==> src/rtl/rf_arb_pkg.sv <==
// Shared types and default widths for the register-file write-port arbiter.
// Build option: RF_ARB_STARVE_GUARD_EN enables the forced-drain starvation guard.
package rf_arb_pkg;

    localparam int DATA_WIDTH_DEF   = 32;
    localparam int ADDR_WIDTH_DEF   = 5;
    localparam int STARVE_LIMIT_DEF = 4;

    typedef struct packed {
        logic [ADDR_WIDTH_DEF-1:0] rd;
        logic [DATA_WIDTH_DEF-1:0] data;
    } ll_entry_t;

    typedef enum logic {
        OWN_PIPE,
        OWN_LL
    } owner_e;

endpackage

==> src/rtl/rf_arb_fifo.sv <==
// First-word-fall-through FIFO holding long-latency results until a write-port slot opens.
// Build option: none (RF_ARB_STARVE_GUARD_EN is consumed by rf_write_arbiter).
module rf_arb_fifo
    import rf_arb_pkg::*;
#(
    parameter int  DEPTH = 2,
    parameter type T     = ll_entry_t
) (
    input  logic                   clk,
    input  logic                   rst,
    input  logic                   push,
    input  T                       push_data,
    input  logic                   pop,
    output T                       head,
    output logic                   full,
    output logic                   empty,
    output logic [$clog2(DEPTH):0] count
);

    localparam int PW = $clog2(DEPTH);

    T              mem_q [DEPTH];
    logic [PW-1:0] wr_ptr_q, rd_ptr_q;
    logic [PW:0]   count_q;
    logic          push_do, pop_do;

    assign full    = (count_q == (PW+1)'(DEPTH));
    assign empty   = (count_q == '0);
    assign count   = count_q;
    assign head    = mem_q[rd_ptr_q];
    assign push_do = push && !full;
    assign pop_do  = pop && !empty;

    always_ff @(posedge clk) begin
        if (rst) begin
            wr_ptr_q <= '0;
            rd_ptr_q <= '0;
            count_q  <= '0;
        end else begin
            if (push_do) wr_ptr_q <= wr_ptr_q + PW'(1);
            if (pop_do)  rd_ptr_q <= rd_ptr_q + PW'(1);
            case ({push_do, pop_do})
                2'b10:   count_q <= count_q + (PW+1)'(1);
                2'b01:   count_q <= count_q - (PW+1)'(1);
                default: count_q <= count_q;
            endcase
        end
    end

    // NOTE: storage has no reset; an entry is only read after the count says it was written.
    always_ff @(posedge clk) begin
        if (push_do) mem_q[wr_ptr_q] <= push_data;
    end

endmodule

==> src/rtl/rf_write_arbiter.sv <==
// Shares the register-file write port between pipeline writeback and buffered long-latency results.
// Build option: RF_ARB_STARVE_GUARD_EN adds the starvation counter and stall_req forced drain.
module rf_write_arbiter
    import rf_arb_pkg::*;
#(
    parameter int DATA_WIDTH   = DATA_WIDTH_DEF,
    parameter int ADDR_WIDTH   = ADDR_WIDTH_DEF,
    parameter int PEND_DEPTH   = 2,
    parameter int STARVE_LIMIT = STARVE_LIMIT_DEF
) (
    input  logic                     clk,
    input  logic                     rst,
    input  logic                     wb_we,
    input  logic [ADDR_WIDTH-1:0]    wb_rd,
    input  logic [DATA_WIDTH-1:0]    wb_data,
    input  logic                     ll_valid,
    input  logic [ADDR_WIDTH-1:0]    ll_rd,
    input  logic [DATA_WIDTH-1:0]    ll_data,
    output logic                     ll_ready,
    input  logic                     iss_valid,
    input  logic [ADDR_WIDTH-1:0]    iss_rd,
    output logic                     iss_ready,
    input  logic [ADDR_WIDTH-1:0]    rs1,
    input  logic [ADDR_WIDTH-1:0]    rs2,
    input  logic [ADDR_WIDTH-1:0]    rd,
    output logic                     hazard,
    output logic [2**ADDR_WIDTH-1:0] busy_vec,
    output logic                     stall_req,
    output logic                     rf_we,
    output logic [ADDR_WIDTH-1:0]    rf_ad,
    output logic [DATA_WIDTH-1:0]    rf_wd
);

    localparam int NREG = 2**ADDR_WIDTH;
    localparam int CW   = $clog2(PEND_DEPTH) + 1;

    typedef struct packed {
        logic [ADDR_WIDTH-1:0] rd;
        logic [DATA_WIDTH-1:0] data;
    } entry_t;

    entry_t          push_entry, head;
    logic            fifo_full, fifo_empty, push, pop, iss_fire;
    logic [CW-1:0]   fifo_count, in_flight_q, in_flight_d;
    logic [CW:0]     outstanding;
    logic [NREG-1:0] busy_q, busy_d;
    owner_e          owner;

    assign push_entry = '{rd: ll_rd, data: ll_data};

    rf_arb_fifo #(
        .DEPTH (PEND_DEPTH),
        .T     (entry_t)
    ) u_fifo (
        .clk       (clk),
        .rst       (rst),
        .push      (push),
        .push_data (push_entry),
        .pop       (pop),
        .head      (head),
        .full      (fifo_full),
        .empty     (fifo_empty),
        .count     (fifo_count)
    );

    // Outstanding = issued but not yet returned, plus returned but not yet written.
    assign outstanding = {1'b0, in_flight_q} + {1'b0, fifo_count};
    assign ll_ready    = !rst && !fifo_full;
    assign iss_ready   = !rst && !busy_q[iss_rd] && (outstanding < (CW+1)'(PEND_DEPTH));
    assign push        = ll_valid && ll_ready;
    assign iss_fire    = iss_valid && iss_ready;

    always_comb begin
        owner = OWN_PIPE;
        if (stall_req || (!fifo_empty && (!wb_we || wb_rd == '0))) owner = OWN_LL;
    end

    assign pop   = !rst && (owner == OWN_LL) && !fifo_empty;
    assign rf_we = !rst && ((owner == OWN_LL) ? (!fifo_empty && head.rd != '0)
                                              : (wb_we && wb_rd != '0));
    assign rf_ad = (owner == OWN_LL) ? head.rd   : wb_rd;
    assign rf_wd = (owner == OWN_LL) ? head.data : wb_data;

    // NOTE: next-state logic uses blocking '=' in always_comb with defaults first; state uses '<='.
    always_comb begin
        busy_d      = busy_q;
        in_flight_d = in_flight_q;
        if (pop) busy_d[head.rd] = 1'b0;
        if (iss_fire && iss_rd != '0) busy_d[iss_rd] = 1'b1;
        if (iss_fire && !(push && in_flight_q != '0)) in_flight_d = in_flight_q + CW'(1);
        else if (!iss_fire && push && in_flight_q != '0) in_flight_d = in_flight_q - CW'(1);
    end

    always_ff @(posedge clk) begin
        if (rst) begin
            busy_q      <= '0;
            in_flight_q <= '0;
        end else begin
            busy_q      <= busy_d;
            in_flight_q <= in_flight_d;
        end
    end

    assign busy_vec = busy_q;
    assign hazard   = (rs1 != '0 && busy_q[rs1]) ||
                      (rs2 != '0 && busy_q[rs2]) ||
                      (rd  != '0 && busy_q[rd]);

`ifdef RF_ARB_STARVE_GUARD_EN
    logic [3:0] starve_q, starve_d;

    always_comb begin
        starve_d = starve_q;
        if (pop) starve_d = '0;
        else if (!fifo_empty && owner == OWN_PIPE && starve_q != 4'(STARVE_LIMIT))
            starve_d = starve_q + 4'd1;
    end

    always_ff @(posedge clk) begin
        if (rst) starve_q <= '0;
        else     starve_q <= starve_d;
    end

    assign stall_req = (starve_q == 4'(STARVE_LIMIT));
`else
    assign stall_req = 1'b0;
`endif

endmodule

==> config.mk <==
export PLATFORM = sky130hd
export DESIGN_NAME = rf_write_arbiter
export DESIGN_NICKNAME = d
export VERILOG_FILES = /design/src/rtl/rf_arb_pkg.sv /design/src/rtl/rf_arb_fifo.sv /design/src/rtl/rf_write_arbiter.sv
export SDC_FILE = /design/constraint.sdc
export NUM_CORES = 1
export LEC_CHECK = 0
export ABC_AREA = 0
export CAP_MARGIN = 20
export CORE_MARGIN = 2
export CORE_UTILIZATION = 48
export DETAILED_ROUTE_END_ITERATION = 8
export PLACE_DENSITY = 0.79
export SKIP_CTS_REPAIR_TIMING = 1
export SLEW_MARGIN = 20
export SYNTH_ARGS = -nofsm -noshare
export SYNTH_HDL_FRONTEND = slang
export SYNTH_SLANG_ARGS = --single-unit
==> constraint.sdc <==
create_clock -name clk -period 3.55 [get_ports clk]
set_clock_uncertainty 0.15 [all_clocks]
set_input_delay 0.71 -clock clk [delete_from_list [all_inputs] [get_ports clk]]
set_output_delay 0.71 -clock clk [all_outputs]
set_load 0.01 [all_outputs]
== Word-level counts from Yosys, hierarchy flattened ==
Memory sizes are Yosys's and may differ from the RTL's. A register that Yosys moved wholly into a read port is not among the register bits.
Cells that the tools add are included.

* Output and inout port bits: 74
* Register bits: 38
* Input port bits: 99
* Word-level logic and storage cells: 96
* Bits in writable memories: 74
* Memories kept: 1

{| class="wikitable"
|+ Memories
! memory !! words !! bits a word !! read ports !! clocked after memory_dff !! wr ports !! line !! text
|-
| u_fifo.mem_q || 2 || 37 || 1 || 1 || 1 || rf_arb_fifo.sv:22 || <nowiki>T mem_q [DEPTH];</nowiki>
|}

* Equal/unequal tests: 3
* Reductions and logical operators: 44
* Order comparisons: 8
* Bitwise logic cells: 3
* Muxes and demuxes: 25
* $add $sub $neg: 7

{| class="wikitable"
|+ Operator list
! operator !! number
|-
| two-way mux 32 bit || 3
|-
| AND 32 bit || 1
|-
| inverter 32 bit || 1
|-
| OR 32 bit || 1
|-
| < comparator 5 x 6 -> 1 bit (second input constant) || 5
|-
| nonzero test 5 bit || 6
|-
| logical AND 1 bit || 23
|-
| binary-select mux 1 bit (select 5 bit) || 4
|-
| two-way mux 1 bit || 12
|-
| demux 1 bit (select 5 bit) || 2
|-
| >= comparator 5 x 1 -> 1 bit (second input constant) || 2
|-
| zero test 1 bit || 7
|-
| nonzero test 2 bit || 3
|-
| zero test 5 bit || 1
|-
| two-way mux 5 bit || 1
|-
| adder 2 x 1 -> 2 bit (second input constant) || 2
|-
| == test 2 bit (second input constant) || 2
|-
| two-way mux 2 bit || 2
|-
| one-hot mux 2 bit (2 select lines) || 1
|-
| subtractor 2 x 1 -> 2 bit (second input constant) || 2
|-
| adder 2 x 2 -> 3 bit || 1
|-
| logical OR 1 bit || 3
|-
| < comparator 3 x 2 -> 1 bit (second input constant) || 1
|-
| adder 1 bit (second input constant) || 2
|-
| 2 further kinds || 2
|}

== Logic depth before layout (Yosys ltp) ==
Gate-level depths: netlist of run 1.

* Word-level depth: 11
* Depth in mapped cells: 10
* Mapped depth without buffers: 8

== By module ==
Synthesis of run 1 repeated with hierarchy kept, for this count alone.

* Cell total of the unflattened synthesis: 480
* Area total of the unflattened synthesis: 6075.8 sq um

{| class="wikitable"
|+ Modules (own cells, without submodules)
! module !! times used !! cells an instance !! seq. area each (sq um) !! area an instance (sq um)
|-
| rf_write_arbiter || 1 || 339 || 680.7 || 3193.1
|-
| rf_arb_fifo || 1 || 141 || 2322.2 || 2882.8
|}

== Least setup slack after synthesis of run 1 ==
Ideal clock, no wire load.

* Kind: input-to-reg
* Start: in rst
* End: mem u_fifo.mem_q[0][0] in the netlist's numbering (enable)
* Stages on the path: 3
* Setup time: 0.431 ns
* Buffers on the path: 0
* Slack: 0.137 ns
* Arrival time: 2.832 ns
* Required time: 2.969 ns
* Cell sequence: a21oi_1 -> nand2_1 -> nor2_1

* Longest elaborated chain between the ends: 6

{| class="wikitable"
|+ Ends and longest elaborated chain
! what !! line !! text
|-
| start, declared || rf_write_arbiter.sv:12 || <nowiki>input logic rst,</nowiki>
|-
| zero test 1 bit || rf_write_arbiter.sv:68 || <nowiki>assign ll_ready = !rst && !fifo_full;</nowiki>
|-
| logical AND 1 bit || rf_write_arbiter.sv:68 ||
|-
| logical AND 1 bit || rf_write_arbiter.sv:70 || <nowiki>assign push = ll_valid && ll_ready;</nowiki>
|-
| logical AND 1 bit || rf_arb_fifo.sv:31 || <nowiki>assign push_do = push && !full;</nowiki>
|-
| two-way mux 1 bit || rf_arb_fifo.sv:52 || <nowiki>if (push_do) mem_q[wr_ptr_q] <= push_data;</nowiki>
|-
| two-way mux 1 bit (implied by the code) || rf_arb_fifo.sv:52 ||
|-
| end, declared || rf_arb_fifo.sv:22 ||
|}

Every way passes these cells.

== Final worst setup path of run 1 ==
* Start: in wb_rd[0]
* End: out rf_wd[20]

* Longest elaborated chain between the ends: 5

{| class="wikitable"
|+ Ends and longest elaborated chain
! what !! line !! text
|-
| start, declared || rf_write_arbiter.sv:14 || <nowiki>input logic [ADDR_WIDTH-1:0] wb_rd,</nowiki>
|-
| zero test 5 bit || rf_write_arbiter.sv:75 || <nowiki>if (stall_req || (!fifo_empty && (!wb_we || wb_rd == '0))) owner = OWN_LL;</nowiki>
|-
| logical OR 1 bit || rf_write_arbiter.sv:75 ||
|-
| logical AND 1 bit || rf_write_arbiter.sv:75 ||
|-
| two-way mux 1 bit || rf_write_arbiter.sv:75 ||
|-
| two-way mux 32 bit || rf_write_arbiter.sv:82 || <nowiki>assign rf_wd = (owner == OWN_LL) ? head.data : wb_data;</nowiki>
|-
| end, declared || rf_write_arbiter.sv:31 || <nowiki>output logic [DATA_WIDTH-1:0] rf_wd</nowiki>
|}

Every way passes these cells.

==> results.ini, run 1 <==
[setup_path]
critPathRequiredTime_ps=2690
crit_fanout=11
cp_top_family=buffers and inverters
crit_chain=clkdlybuf4s50_1 -> or4_4 -> o21ai_2 -> buf_6 -> o21ai_4 -> buf_12 -> clkbuf_16 -> o21ai_2 -> buf_2
startpoint_type=primary input
end_kind=output port
cp.arrival_ps=2670
worst_path_most_repeated_cell=o21ai_2
cp.buffers_inverters=5
r2r_start=busy_vec[19]
cpMaxStageDelayCell=or4_4
r2r_setup_slack_ps=960
cpPeakStageDelay_ps=480
crit_start=wb_rd[0]
crit_type=in2out

[final_layout]
area_delta_synth_final_pct=50.8
finish.utilization_pct=74.2
final_common_cell=clkdlybuf4s50_1
mostFrequentLayoutCells=clkdlybuf4s50_1 (122), edfxtp_1 (74), o21ai_0 (69)
antenna_cells=0
drive_gt1_share_pct=23.4
final_net_count=833

[placed_design]
hpwl_microns=12900
gp_congestion=0.913
place_ws_ps=-490
numPortBuffers=171

[timing]
worstMarginPinSlew_ps=607
timing.setup.tns_ps=0
drv_slew=0
rsz0062_at_grt=true
layout_min_cycle_time_ps=3530
finalSetupViolations=0
fmax_mhz=283
finalHoldViolCount=0
setup_ws_ps=17.6
slew_headroom_pct=59.0
finalCritPeriodShare_pct=99.5

[synthesis]
synth_edf_count=74
ys_warn_count=0
ys_async_sr_fraction_pct=0
synth_area_per_cell_sq_um=11.4
ys_ff_latch=113
synth_seq_area_share_pct=50.8
synth_top_area_share_pct=37.6
ys_top_cells_by_area=edfxtp_1 (38%), dfxtp_1 (13%), mux4_2 (11%)
synth_nets=619
syn_inst=518
synth_top_area_cell=edfxtp_1
ys.flop_type=edfxtp_1
yosysUniqueCellTypes=50
synth_area_sq_mm=0.00591

[clock_network]
cts_sinks=113
clockBufferDepth=2
cts_tree=done
cts_max_level=4
clkLatencyLatePin_ps=410
clkTransAtPathRegs_ps=50
root_buffer=clkbuf_16
cts_buffers=17

[route]
first_pass_iters=7
avgViaCountPerCell=6.08
wl_met2_microns=9430
dr_wl_met3_microns=1840
top_layer_used=met4
ant_nets=0
routed_wl_microns=18900
num_vias=5418
wire_per_inst_microns=21.3
drt-met1-wl_microns=7100
drt_iter0_markers=487
drc=0

[floorplanning]
initial_core_util_pct=49.2
die_area_sq_mm=0.0132
rows=40
die_x_microns=115
die_h_microns=115
io_pins=173
coreArea_sq_mm=0.0120

[global_route]
grt_pass1_vias=5410
overflow=0
grt_max_degree=49
grt_usage_pct=27.4
grt_pass1_wl_microns=27600
grt_antenna_before_repair=0

[pwr]
finalPower_mw=4.11
p_per_area_mw_per_mm2=461
irDropWorstVdd_mv=0.316
p_leak_nw=3.41

[min_path]
hold_path_class=reg2reg
hold_start=u_fifo.rd_ptr_q

[outcome]
outcome=completed

[run]
drv_cap=0

report_power, final:
group	leakage, nW	internal, mW	switching, mW
registers	0.996	1.46	0.0343
logic	2.10	0.370	0.377
clock network	0.318	1.30	0.571
total	3.41	3.13	0.982
layer usage:
| metal | vias up | GRT usage, % |
|---|---|---|
| li1 | 2390 | - |
| met1 | 2597 | 33.7 |
| met2 | 374 | 45.5 |
| met5 | - | 0 |
| met4 | 0 | 13.3 |
| met3 | 57 | 6.54 |
tightest hold or removal path, delay by kind of cell (launching register included):
| kind | cells | cell delay, ps |
|---|---|---|
| DFF | 1 | 320 |
| xor gates and xnor gates | 1 | 80 |
| and+or+nand+nor | 1 | 80 |
final cells by class:
class                           instances  area (sq um)
Fill cell                             797          3100
Sequential cell                       113          3010
Multi-Input combinational cell        366          2860
Timing Repair Buffer                  227          2180
Clock buffer                           18           429
Clock inverter                         13           216
Tap cell                              147           184
Inverter                                7          26.3
path summary, 6_finish.rpt:
| kind | endpoint | depth (start not counted) |
|---|---|---|
| max | rf_wd[20] | 9 |
| min | u_fifo.rd_ptr_q | 2 |
| max reg2reg | busy_vec[20] | 7 |
| min reg2reg | u_fifo.rd_ptr_q | 2 |
cells in the mapped netlist, drive strengths merged (3+ instances only):
library cell	instances
o21ai	103
nand2	60
o32ai	3
or3	5
edfxtp	74
nor2	16
buf	8
mux4	32
inv	7
a21oi	13
nor3	4
a32oi	3
nand3	4
nor4	4
nand4b	3
dfxtp	39
mux2i	46
clkbuf	25
nor2b	35
state kept, by name (all words and copies together), names as in the netlist, named ones only:
register and count:
u_fifo.mem_q 74, busy_vec 32, in_flight_q 2, u_fifo.count 2
u_fifo.rd_ptr_q 1, u_fifo.wr_ptr_q 1
per-stage QoR:
step	std cells	hold slack (ps)	area [sq um]
floorplan	518	322	5910
global placement	850	332	8120
detailed placement	850	344	8120
CTS	881	360	8760
global route	891	412	8910
finish	891	370	8910
kinds of logic after synthesis:
kind of cell | Yosys count | synth area share (%)
muxes | 80 | 20.5
AOI/OAI and AO/OA | 132 | 12.1
adders and majority gates | 2 | 0.551
buffers and inverters | 40 | 2.63
other | 1 | 0.0635
DFF | 113 | 50.8
and+or+nand+nor | 146 | 12.8
xor gates and xnor gates | 4 | 0.593
Power figures use the tool's default switching activity.
==> run 2, diff against run 1 <==
CORE_UTILIZATION = 43   (was 48)
PLACE_DENSITY = 0.75   (was 0.79)
SLEW_MARGIN = default   (was 20)
clock period = 3.1 ns   (was 3.55 ns; I/O delays follow)
==> run 2 against run 1 <==
Net effect: critical path depth stayed put; die area rose by 11%; routed wire length up 4.2%; via count rose by 1.4%; largest cell class unchanged.
==> results.ini, run 2 (synthesized netlist as in run 1, its figures left out) <==
[global_route]
grt_pass1_wl_microns=27300  ; -1.0%
grt_antenna_before_repair=0  ; unchanged
overflow=0  ; unchanged
grt_pass1_vias=5250  ; -3.0%
grt_max_degree=45  ; -8.2%
grt_usage_pct=24.4  ; -3.0 points

[final_layout]
final_area_sq_mm=0.00920  ; +3.2%
drive_gt1_share_pct=28.2  ; +4.8 points
finish.utilization_pct=68.9  ; -5.3 points
area_delta_synth_final_pct=55.7
antenna_cells=0  ; unchanged
mostFrequentLayoutCells=clkdlybuf4s50_1 (117), edfxtp_1 (74), o21ai_0 (68)
largest_reg_flops=74  ; unchanged
final_net_count=847  ; +1.7%
final_common_cell=clkdlybuf4s50_1
regMostFlops=u_fifo.mem_q

[clock_network]
clkLatencyLatePin_ps=410  ; about the same
root_buffer=clkbuf_16
cts_max_level=4  ; unchanged
cts_buffers=17  ; unchanged
clockBufferDepth=2  ; unchanged
cts_tree=done
cts_sinks=113  ; unchanged
clkTransAtPathRegs_ps=50  ; about the same

[run]
drv_cap=0  ; unchanged

[placed_design]
place_ws_ps=-910  ; -420 ps
numPortBuffers=171  ; unchanged
place_area_sq_mm=0.00824  ; +1.5%
gp_congestion=0.988  ; +8.2%
hpwl_microns=13200  ; +2.4%

[timing]
rsz0062_at_grt=true
slew_headroom_pct=58.4  ; -0.63 points
timing.setup.tns_ps=0  ; unchanged
setup_ws_ps=4.19  ; -13.4 ps
finalCritPeriodShare_pct=99.9
finalSetupViolations=0  ; unchanged
layout_min_cycle_time_ps=3100
fmax_mhz=323
worstMarginPinSlew_ps=617  ; +9.33 ps
drv_slew=0  ; unchanged
finalHoldViolCount=0  ; unchanged

[setup_path]
crit_fanout=8  ; -3
crit_type=in2out
critPathRequiredTime_ps=2330  ; -360 ps
startpoint_type=primary input
end_kind=output port
r2r_start=in_flight_q[0]
crit_start=wb_rd[2]
cp.arrival_ps=2330  ; -340 ps
r2r_setup_slack_ps=460  ; -500 ps

[floorplanning]
die_area_sq_mm=0.0147  ; +11%
die_x_microns=121  ; +5.5%
die_h_microns=121  ; +5.5%
rows=42  ; +5.0%
coreArea_sq_mm=0.0133  ; +11%
initial_core_util_pct=44.3  ; -4.9 points
io_pins=173  ; unchanged

[min_path]
hold_start=busy_vec[0]
hold_path_class=reg2reg

[route]
avgViaCountPerCell=5.88  ; -3.4%
wire_per_inst_microns=21.1  ; -0.67%
num_vias=5495  ; +1.4%
drt_iter0_markers=511  ; +4.9%
first_pass_iters=5  ; -2
ant_nets=0  ; unchanged
routed_wl_microns=19700  ; +4.2%
drc=0  ; unchanged

[pwr]
finalPower_mw=4.72  ; +15%
p_per_area_mw_per_mm2=513  ; +11%
p_leak_nw=3.54  ; +3.6%
irDropWorstVdd_mv=0.359  ; +14%

[outcome]
outcome=completed

run 2: changes by cell type in the layout (fill, tap and decap cells not counted), moves of 2 or more:
cell,delta
o21ai_1,-14
dlymetal6s2s_1,+2
o21ai_4,+2
nand2_2,+11
mux2i_2,+2
buf_4,+4
nand2_1,-11
buf_6,+5
clkdlybuf4s50_1,-5
o21ai_2,+13
clkinvlp_4,+2
clkbuf_16,+3
run 2: metrics by stage:
stage | hold slack (ps) | std cells
after floorplan | 322 | 518
after global placement | 336 | 889
after detailed placement | 363 | 889
after CTS | 376 | 921
after global routing | 392 | 935
final | 376 | 935
run 2: layout make-up:
| type | instances | area, sq um |
|---|---|---|
| fillers | 949 | 4150 |
| clock buffers | 19 | 433 |
| flip-flops and latches | 113 | 3010 |
| repair buffers | 241 | 2370 |
| clock inverters | 13 | 191 |
| well taps | 176 | 220 |
| inverters | 7 | 26.3 |
| multi-input cells | 366 | 2950 |
run 2: layer usage:
metal	track usage, %	part of all wire, %
met3	6.86	9.7
met2	40.3	49
met4	9.05	3.0
met1	30.7	39
met5	0	0
run 2: worst max-delay path: stages:
cell and delay, ps:
buf_6 100, or4_4 550, o21ai_4 180, buf_6 150, o21ai_4 100, buf_12 170
clkbuf_16 160, o21ai_2 130, buf_2 170
run 2: report_power, final:
group / leakage (nW) / switching, mW / total [mW] / internal [mW]
Combinational: 2.24 / 0.477 / 0.951 / 0.474
Clock: 0.299 / 0.654 / 2.06 / 1.41
Sequential: 0.995 / 0.0350 / 1.70 / 1.67
Total: 3.54 / 1.17 / 4.72 / 3.55
run 2: final timing paths:
check | end | depth (start not counted)
worst max register to register | busy_vec[6] | 9
worst max-delay path | rf_wd[24] | 9
worst min register to register | busy_vec[0] | 1
worst min-delay path | busy_vec[0] | 1
==> run 3, diff against run 2 <==
CELL_PAD_IN_SITES_DETAIL_PLACEMENT = 2   (was default)
CELL_PAD_IN_SITES_GLOBAL_PLACEMENT = 2   (was default)
CORE_UTILIZATION = 27   (was 43)
CTS_CLUSTER_DIAMETER = 40   (was default)
PLACE_DENSITY = 0.74   (was 0.75)
==> run 3 against run 2 <==
Net effect: the run now ends with setup timing left; sequential power about the same; global-route usage shrank 4.6 points; via count shrank 1.5%; core utilization is 26 points lower; routed wire length rose by 22%; critical path type unchanged; critical endpoint is now rf_ad[3]; largest cell class unchanged; largest power group unchanged.
==> results.ini, run 3 (synthesized netlist as in run 1, its figures left out) <==
[floorplanning]
die_h_microns=152  ; +25%
initial_core_util_pct=27.3  ; -17 points
rows=54  ; +29%
die_x_microns=152  ; +25%
io_pins=173  ; unchanged
die_area_sq_mm=0.0231  ; +57%
coreArea_sq_mm=0.0216  ; +62%

[route]
avgViaCountPerCell=5.18  ; -12%
wire_per_inst_microns=23.0  ; +9.0%
routed_wl_microns=24100  ; +22%
num_vias=5411  ; -1.5%
drt_iter0_markers=276  ; -46%
drc=0  ; unchanged
ant_nets=0  ; unchanged
first_pass_iters=4  ; -1

[setup_path]
cp_top_family=buffers and inverters
startpoint_type=primary input
cp.arrival_ps=2380  ; +50 ps
critPathRequiredTime_ps=2330  ; about the same
cpMaxStageDelayCell=or4_4
cp.buffers_inverters=5  ; unchanged
end_kind=output port
crit_fanout=5  ; -3
cpPeakStageDelay_ps=560  ; about the same
crit_type=in2out
worst_path_most_repeated_cell=o21ai_4
crit_chain=dlymetal6s2s_1 -> or4_4 -> o21ai_4 -> buf_6 -> o21ai_4 -> buf_4 -> o21ai_4 -> buf_4 -> clkbuf_2

[pwr]
p_per_area_mw_per_mm2=495  ; -3.5%
p_seq_share_pct=37.5  ; +1.4 points
p_leak_nw=3.40  ; -3.8%
p_sw_share_pct=27.4  ; +2.7 points
finalPower_mw=4.54  ; -3.8%
p_comb_share_pct=20.6  ; +0.4 points
internal-power_mw=3.30  ; -7.2%
irDropWorstVdd_mv=0.276  ; -23%
clkPwrFrac_pct=41.9  ; -1.8 points
p_sw_mw=1.25  ; +6.8%

[global_route]
overflow=0  ; unchanged
grt_max_degree=49  ; +8.9%
grt_pass1_wl_microns=35500  ; +30%
grt_antenna_before_repair=0  ; unchanged
grt_pass1_vias=6030  ; +15%
grt_usage_pct=19.9  ; -4.6 points

[final_layout]
final_net_count=853  ; +0.71%
final_common_cell=clkdlybuf4s50_1
drive_gt1_share_pct=28.4  ; +0.17 points
mostFrequentLayoutCells=clkdlybuf4s50_1 (120), edfxtp_1 (74), o21ai_0 (62)
area_delta_synth_final_pct=55.3
final_area_sq_mm=0.00917  ; -0.29%
antenna_cells=0  ; unchanged
regMostFlops=u_fifo.mem_q
largest_reg_flops=74  ; unchanged
finish.utilization_pct=42.4  ; -26 points

[timing]
rsz0062_at_grt=true
finalHoldViolCount=0  ; unchanged
finalCritPeriodShare_pct=102  ; +1.8 points
worstMarginPinSlew_ps=625  ; +8.24 ps
drv_slew=0  ; unchanged
slew_headroom_pct=57.8  ; -0.56 points
setup_ws_ps=-51.2  ; -55.4 ps
fmax_mhz=317  ; -1.8%
finalSetupViolations=4  ; +4
layout_min_cycle_time_ps=3150  ; +55.4 ps

[clock_network]
clkLatencyLatePin_ps=420  ; about the same
clockBufferDepth=2  ; unchanged
cts_max_level=4  ; unchanged
clkTransAtPathRegs_ps=60  ; about the same
cts_tree=done
cts_buffers=17  ; unchanged
cts_sinks=113  ; unchanged
root_buffer=clkbuf_16

[outcome]
outcome=complete, but fails checks
violations=setup timing

[run]
drv_cap=0  ; unchanged

[min_path]
hold_path_class=reg2reg

[placed_design]
hpwl_microns=17300  ; +30%
numPortBuffers=171  ; unchanged
gp_congestion=0.849  ; -14%
place_area_sq_mm=0.00841  ; +2.0%

[run 3: cell count changes in the layout (fill, tap and decap cells not counted), moves of 6 or more]
cell            change
buf_2              -11
nand2_1             +6
clkbuf_2           +17
o21ai_2            -11
o21ai_1            +18
buf_4              +13
dlymetal6s2s_1     -10
o21ai_0             -6
nand2_2             -6
[run 3: power by group through the flow]
| stage | combinational [mW] | clock, mW | sequential, mW |
|---|---|---|---|
| 3_5_place_dp | 0.898 | 0 | 1.73 |
| 3_3_place_gp | 0.861 | 0 | 1.73 |
| 2_1_floorplan | 0.382 | 0 | 1.72 |
| 6_report | 0.937 | 1.90 | 1.70 |
| 5_1_grt | 1.01 | 1.98 | 1.71 |
| 4_1_cts | 0.910 | 1.93 | 1.70 |
[run 3: final cells by class]
class / count / area, sq um
Fill cell: 2246 / 12400
Sequential cell: 113 / 3010
Multi-Input combinational cell: 367 / 2940
Timing Repair Buffer: 246 / 2280
Clock buffer: 19 / 433
Tap cell: 280 / 350
Clock inverter: 13 / 138
Inverter: 7 / 26.3
[run 3: worst min-delay path, stage by stage (launching register included)]
cell	delay (ps)
dfxtp_1	340
xor2_1	90
nor2_1	80
[run 3: worst paths after layout]
check / cells past startpoint / endpoint / slack (ps) / start
hold reg to reg: 2 / register / 390 / u_fifo.rd_ptr_q
setup / recovery: 9 / rf_ad[3] / -50 / wb_rd[4]
hold / removal: 2 / register / 390 / u_fifo.rd_ptr_q
setup reg to reg: 9 / busy_vec[24] / 380 / in_flight_q[0]
[run 3: stage by stage]
stage	hold WS, ps	setup WS (ps)	cells	TNS, ps
floorplan	322	-223	518	-16510
global placement	339	-945	998	-43140
CTS	405	-1110	1030	-38850
global route	424	-101	1045	-778
finish	394	-51.2	1045	-99.8
detailed placement	389	-1090	998	-52180
[run 3: per-layer routing]
metal	global-route usage [%]	vias to the layer above	wire length, microns
li1	-	2443	-
met3	5.53	34	1680
met5	0	-	0
met2	34.7	239	12400
met1	23.6	2695	9350
met4	6.59	0	616
